## config.mk

```make
export PLATFORM = sky130hd
export DESIGN_NAME = clk_div_prog
export DESIGN_NICKNAME = d
export VERILOG_FILES = /design/src/rtl/clk_div_prog.sv
export SDC_FILE = /design/constraint.sdc
export NUM_CORES = 1
export LEC_CHECK = 0
export CELL_PAD_IN_SITES_DETAIL_PLACEMENT = 0
export CELL_PAD_IN_SITES_GLOBAL_PLACEMENT = 1
export CORE_MARGIN = 10
export CORE_UTILIZATION = 49
export CTS_BUF_LIST = sky130_fd_sc_hd__clkbuf_16
export DETAILED_ROUTE_END_ITERATION = 8
export PLACE_DENSITY = 0.82
export SETUP_SLACK_MARGIN = 0.02
export SLEW_MARGIN = 20
export SYNTH_ARGS = -nofsm -noshare
export SYNTH_HDL_FRONTEND = slang
export SYNTH_SLANG_ARGS = --single-unit
```

## constraint.sdc

```tcl
create_clock -name clk -period 3.2 [get_ports clk]
set_clock_uncertainty 0.15 [all_clocks]
set_input_delay 0.32 -clock clk [delete_from_list [all_inputs] [get_ports clk]]
set_output_delay 0.32 -clock clk [all_outputs]
set_load 0.01 [all_outputs]
```

## src/rtl/clk_div_prog.sv

```systemverilog
// rtl/clk_div_prog.sv - programmable multi-channel clock-enable generator
// Each channel divides clk by (D+1) into tick/sq/frame enables; divisors double-buffered.
module clk_div_prog #(
  parameter int CNT_W       = 16,
  parameter int N_CH        = 2,
  parameter int DEFAULT_DIV = 31250,
  parameter int FRAME_TICKS = 16,
  parameter int SEL_W       = 1
) (
  input  logic              clk,
  input  logic              rst,
  input  logic [N_CH-1:0]   en,
  input  logic [N_CH-1:0]   mode,
  input  logic              sync,
  input  logic              div_wr,
  input  logic [SEL_W-1:0]  div_sel,
  input  logic [CNT_W-1:0]  div_data,
  output logic [N_CH-1:0]   tick,
  output logic [N_CH-1:0]   sq,
  output logic [N_CH-1:0]   frame
);

  localparam int FC_W = (FRAME_TICKS > 1) ? $clog2(FRAME_TICKS) : 1;
  localparam logic [CNT_W-1:0] DIV_RST = CNT_W'(DEFAULT_DIV);
  localparam logic [FC_W-1:0]  FC_LAST = FC_W'(FRAME_TICKS - 1);

  logic [N_CH-1:0][CNT_W-1:0] cnt_q, cnt_d;
  logic [N_CH-1:0][CNT_W-1:0] div_act_q, div_act_d;
  logic [N_CH-1:0][CNT_W-1:0] div_shd_q, div_shd_d;
  logic [N_CH-1:0][CNT_W-1:0] shd_eff;
  logic [N_CH-1:0][FC_W-1:0]  fcnt_q, fcnt_d;
  logic [N_CH-1:0]            tick_q, tick_d;
  logic [N_CH-1:0]            sq_q, sq_d;
  logic [N_CH-1:0]            frame_q, frame_d;

  always_comb begin
    cnt_d     = cnt_q;
    div_act_d = div_act_q;
    fcnt_d    = fcnt_q;
    shd_eff   = div_shd_q;
    div_shd_d = div_shd_q;
    tick_d    = '0;
    sq_d      = '0;
    frame_d   = '0;
    for (int i = 0; i < N_CH; i++) begin
      // A write in the same cycle as a reload wins, so it shapes the period starting now.
      if (div_wr && (div_sel == SEL_W'(i))) begin
        shd_eff[i] = div_data;
      end
      div_shd_d[i] = shd_eff[i];
      if (sync || !en[i]) begin
        cnt_d[i]     = '0;
        fcnt_d[i]    = '0;
        div_act_d[i] = shd_eff[i];
      end else if (cnt_q[i] == div_act_q[i]) begin
        cnt_d[i]     = '0;
        tick_d[i]    = 1'b1;
        div_act_d[i] = shd_eff[i];
        sq_d[i]      = mode[i] & ~sq_q[i];
        if (fcnt_q[i] == FC_LAST) begin
          fcnt_d[i]  = '0;
          frame_d[i] = 1'b1;
        end else begin
          fcnt_d[i]  = fcnt_q[i] + FC_W'(1);
        end
      end else begin
        cnt_d[i] = cnt_q[i] + CNT_W'(1);
        sq_d[i]  = mode[i] & sq_q[i];
      end
    end
  end

  always_ff @(posedge clk or negedge rst) begin
    if (!rst) begin
      cnt_q     <= '0;
      fcnt_q    <= '0;
      div_act_q <= {N_CH{DIV_RST}};
      div_shd_q <= {N_CH{DIV_RST}};
      tick_q    <= '0;
      sq_q      <= '0;
      frame_q   <= '0;
    end else begin
      cnt_q     <= cnt_d;
      fcnt_q    <= fcnt_d;
      div_act_q <= div_act_d;
      div_shd_q <= div_shd_d;
      tick_q    <= tick_d;
      sq_q      <= sq_d;
      frame_q   <= frame_d;
    end
  end

  assign tick  = tick_q;
  assign sq    = sq_q;
  assign frame = frame_q;

endmodule

```

==> flow_metrics.py <==
metrics = {
    "power": {
        "p_seq_frac": 0.526,
        "peakVddDrop_mv": 0.259,
        "power_frac_clock": 0.354,
        "p_per_area_mw_per_mm2": 548,
        "p_leak_uw": 0.00235,
        "swShare": 0.235,
        "p_sw_uw": 735,
        "combPwrFrac": 0.121,
        "intPower_uw": 2390,
    },
    "critical_path": {
        "startpoint_type": "flip-flop",
        "critPathMaxFanout": 32,
        "r2r_slack_ns": 0.66,
        "critPathKind": "reg2reg",
        "critPathRequiredTime_ns": 3.28,
        "critical_path_arrival_ns": 2.62,
        "end_kind": "flip-flop",
        "crit_start": "cnt_q[2]",
        "r2r-start": "cnt_q[2]",
        "rr_worst_depth": 7,
    },
    "logic_synthesis": {
        "ys_seq_area_frac": 0.555,
        "yosys.area.top_type_share": 0.409,
        "synth_top_family_by_area": "multiplexers",
        "synthCells": 384,
        "ys_seq_elements": 110,
        "synth_area_leader_cell": "dfrtp_1",
        "synth_cell_types": 36,
        "syn_avg_cell_area_um2": 13.1,
        "syn-num-nets": 413,
        "ys_warn_count": 0,
        "synth_simple_gate_area_frac": 0.111,
        "syn_area_mm2": 0.00502,
        "yosys-top-cells-area": "dfrtp_1 (41%), dfstp_2 (15%), mux2_2 (8.5%)",
        "synth_xor_area_frac": 0.108,
        "synthMuxAreaShare": 0.167,
        "synth_compound_area_frac": 0.0165,
        "synth_fa_ha_area_frac": 0.00997,
    },
    "placement": {
        "post-place-ws_ns": 0.673,
        "place_hpwl_mm": 6.14,
        "io_buffers": 30,
        "place.gp.congestion": 0.785,
    },
    "clock_tree": {
        "cts-root-buf": "clkbuf_16",
        "worstSkewPairLatency_ns": 0.35,
        "cts-hold-fix-buffers": 1,
        "post_cts_buffers": 0,
        "numCtsBuffers": 9,
        "cts.repair.resized": 0,
        "clockBufferDepth": 2,
        "clk_pin_slew_ns": 0.08,
        "htreeDepth": 3,
        "cts_tree": "built",
        "cts.sinks": 110,
    },
    "hold_path": {
        "whs_path_depth": 1,
        "worst_hold_path_type": "reg2reg",
        "min_from": "div_shd_q[31]",
    },
    "finish": {
        "finalNetCount": 448,
        "fillers": 801,
        "layout-drive-gt1-share": 0.264,
        "syn_to_final_growth_pct": 13.6,
        "antenna_cells": 0,
    },
    "timing": {
        "slew_headroom": 0.510,
        "fin_tns_setup_ns": 0,
        "setup_viol": 0,
        "fin_crit_sh": 0.794,
        "rsz0062_at_grt": "no",
        "tightestPinTransition_ns": 0.735,
        "setup_ws_ns": 0.658,
        "finalHoldViolations": 0,
        "period_needed_ns": 2.54,
        "timing.fmax_ghz": 0.393,
        "drv_slew": 0,
    },
    "route": {
        "route.detailed.drc": 0,
        "antenna_left": 0,
        "drt_iter0_markers": 166,
        "drtPass1Iterations": 4,
        "vias": 2866,
        "drt_wl_total_mm": 8.87,
        "routedWlPerCell_um": 15.9,
        "vias_per_cell": 5.15,
    },
    "die": {
        "row_count": 36,
        "dieArea_mm2": 0.0147,
        "initial_core_util": 0.509,
        "io_pins": 31,
        "core_mm2": 0.00986,
        "die_w_um": 121,
        "fp.dieH_um": 121,
    },
    "job": {
        "cap_violations": 0,
    },
    "global_routing": {
        "grt_use_total": 0.129,
        "antenna_found_initial": 0,
        "grt_pass1_wl_mm": 15.4,
        "grt-ovfl-total": 0,
        "grt_max_degree": 60,
        "grt_pass1_vias": 2978,
    },
    "status": {
        "status": "complete, no violations",
    },
}
[cell usage in the layout, fill, tap and decap left out, types with 3 or more instances in the layout]
cell             synthesis  layout
and4_1                   4       4
xnor2_1                 46      46
dfrtp_1                 82      82
inv_1                    9       9
nand2_1                  9       9
clkbuf_16                0       9
xor2_1                  16      16
ha_1                     4       4
clkinv_2                 0       3
nand4_1                 12      12
and3_1                   3       3
clkdlybuf4s50_1          0      29
nand3_1                 11      11
mux2_2                  38      38
dfstp_2                 28      28
nand2b_1                 6       6
mux2_1                   6       6
mux2_4                  20      20
buf_4                    1       5
nor2_1                  49      49
mux2i_1                  4       4
[area by class of cell]
class | count | area, um2 | share of cell area
Clock buffer | 9 | 225 | 0.0395
Multi-Input combinational cell | 253 | 2070 | 0.362
Clock inverter | 7 | 65.1 | 0.0114
Timing Repair Buffer | 36 | 358 | 0.0627
Inverter | 9 | 33.8 | 0.00592
Sequential cell | 110 | 2790 | 0.489
Tap cell | 133 | 166 | 0.0292
[routing by layer]
layer | global-route usage | part of all wire | vias to the layer above
met5 | 0 | 0 | -
li1 | - | - | 1383
met2 | 0.178 | 0.42 | 39
met3 | 0.0372 | 0.045 | 6
met4 | 0.0425 | 0.0098 | 0
met1 | 0.188 | 0.52 | 1438
[final timing paths]
path,end
max,div_act_q[15]
min,div_shd_q[31]
max reg2reg,div_act_q[15]
min reg2reg,div_shd_q[31]
max in group asynchronous,div_act_q[12]
min in group asynchronous,div_act_q[24]
[power groups by stage]
stage | registers, uW | logic, uW | clock network, uW
2_1_floorplan | 1640 | 281 | 0
3_3_place_gp | 1660 | 371 | 0
3_5_place_dp | 1670 | 378 | 0
4_1_cts | 1640 | 383 | 1120
5_1_grt | 1660 | 413 | 1180
6_report | 1640 | 377 | 1110
[flip-flops by register name (all words and copies together), names as in the netlist]
register and count:
div_act_q 32, sq 2, fcnt_q 8, tick 2, div_shd_q 32, frame 2, cnt_q 32
[synthesized netlist by cell type]
cell type   n
mux2_2     38
nor3_1      1
nand2_1     9
buf_4       1
nand3_1    11
or2_2       1
or4_1       1
xnor2_1    46
dfrtp_1    82
a31oi_1     2
clkbuf_1    3
nand4b_1    2
ha_1        4
mux2i_1     4
a311oi_1    2
o21ai_0     2
a31o_2      2
xor2_1     16
dfstp_2    28
a211oi_1    2
mux2_1      6
and2_1      2
nand4_1    12
nand2b_1    6
buf_8       1
a21oi_1     2
inv_1       9
buf_12      2
nor2b_1     2
nor2_1     49
and4_1      4
and3_1      3
nor4_1      2
mux2_4     20
nor4_4      2
buf_6       5
[through the flow]
step | std cells | cell area (um2) | total power (uW) | util | hold slack, ns
after floorplan | 384 | 5020 | 1920 | - | -0.126
after global placement | 540 | 5400 | 2040 | 0.548 | 0.281
after detailed placement | 540 | 5400 | 2040 | 0.548 | 0.291
after CTS | 557 | 5700 | 3150 | 0.578 | 0.346
after global routing | 557 | 5700 | 3250 | 0.578 | 0.360
final | 557 | 5700 | 3120 | 0.578 | 0.345
[kinds of logic (layout without fill, tap and decap cells)]
group,after synthesis,count (layout)
flops,110,110
simple gates,107,107
mux,68,68
xor+xnor,62,62
buf+inv,21,61
compound gates,12,12
fa+ha+maj,4,4
[worst max-delay path, cell delays in order, from the launching register on]
cell	delay (ns)
dfrtp_1	0.46
xnor2_1	0.25
nand4_1	0.19
nor4_4	0.28
buf_4	0.21
nand2b_1	0.12
buf_4	0.38
mux2_2	0.38
Power figures use the tool's default switching activity.
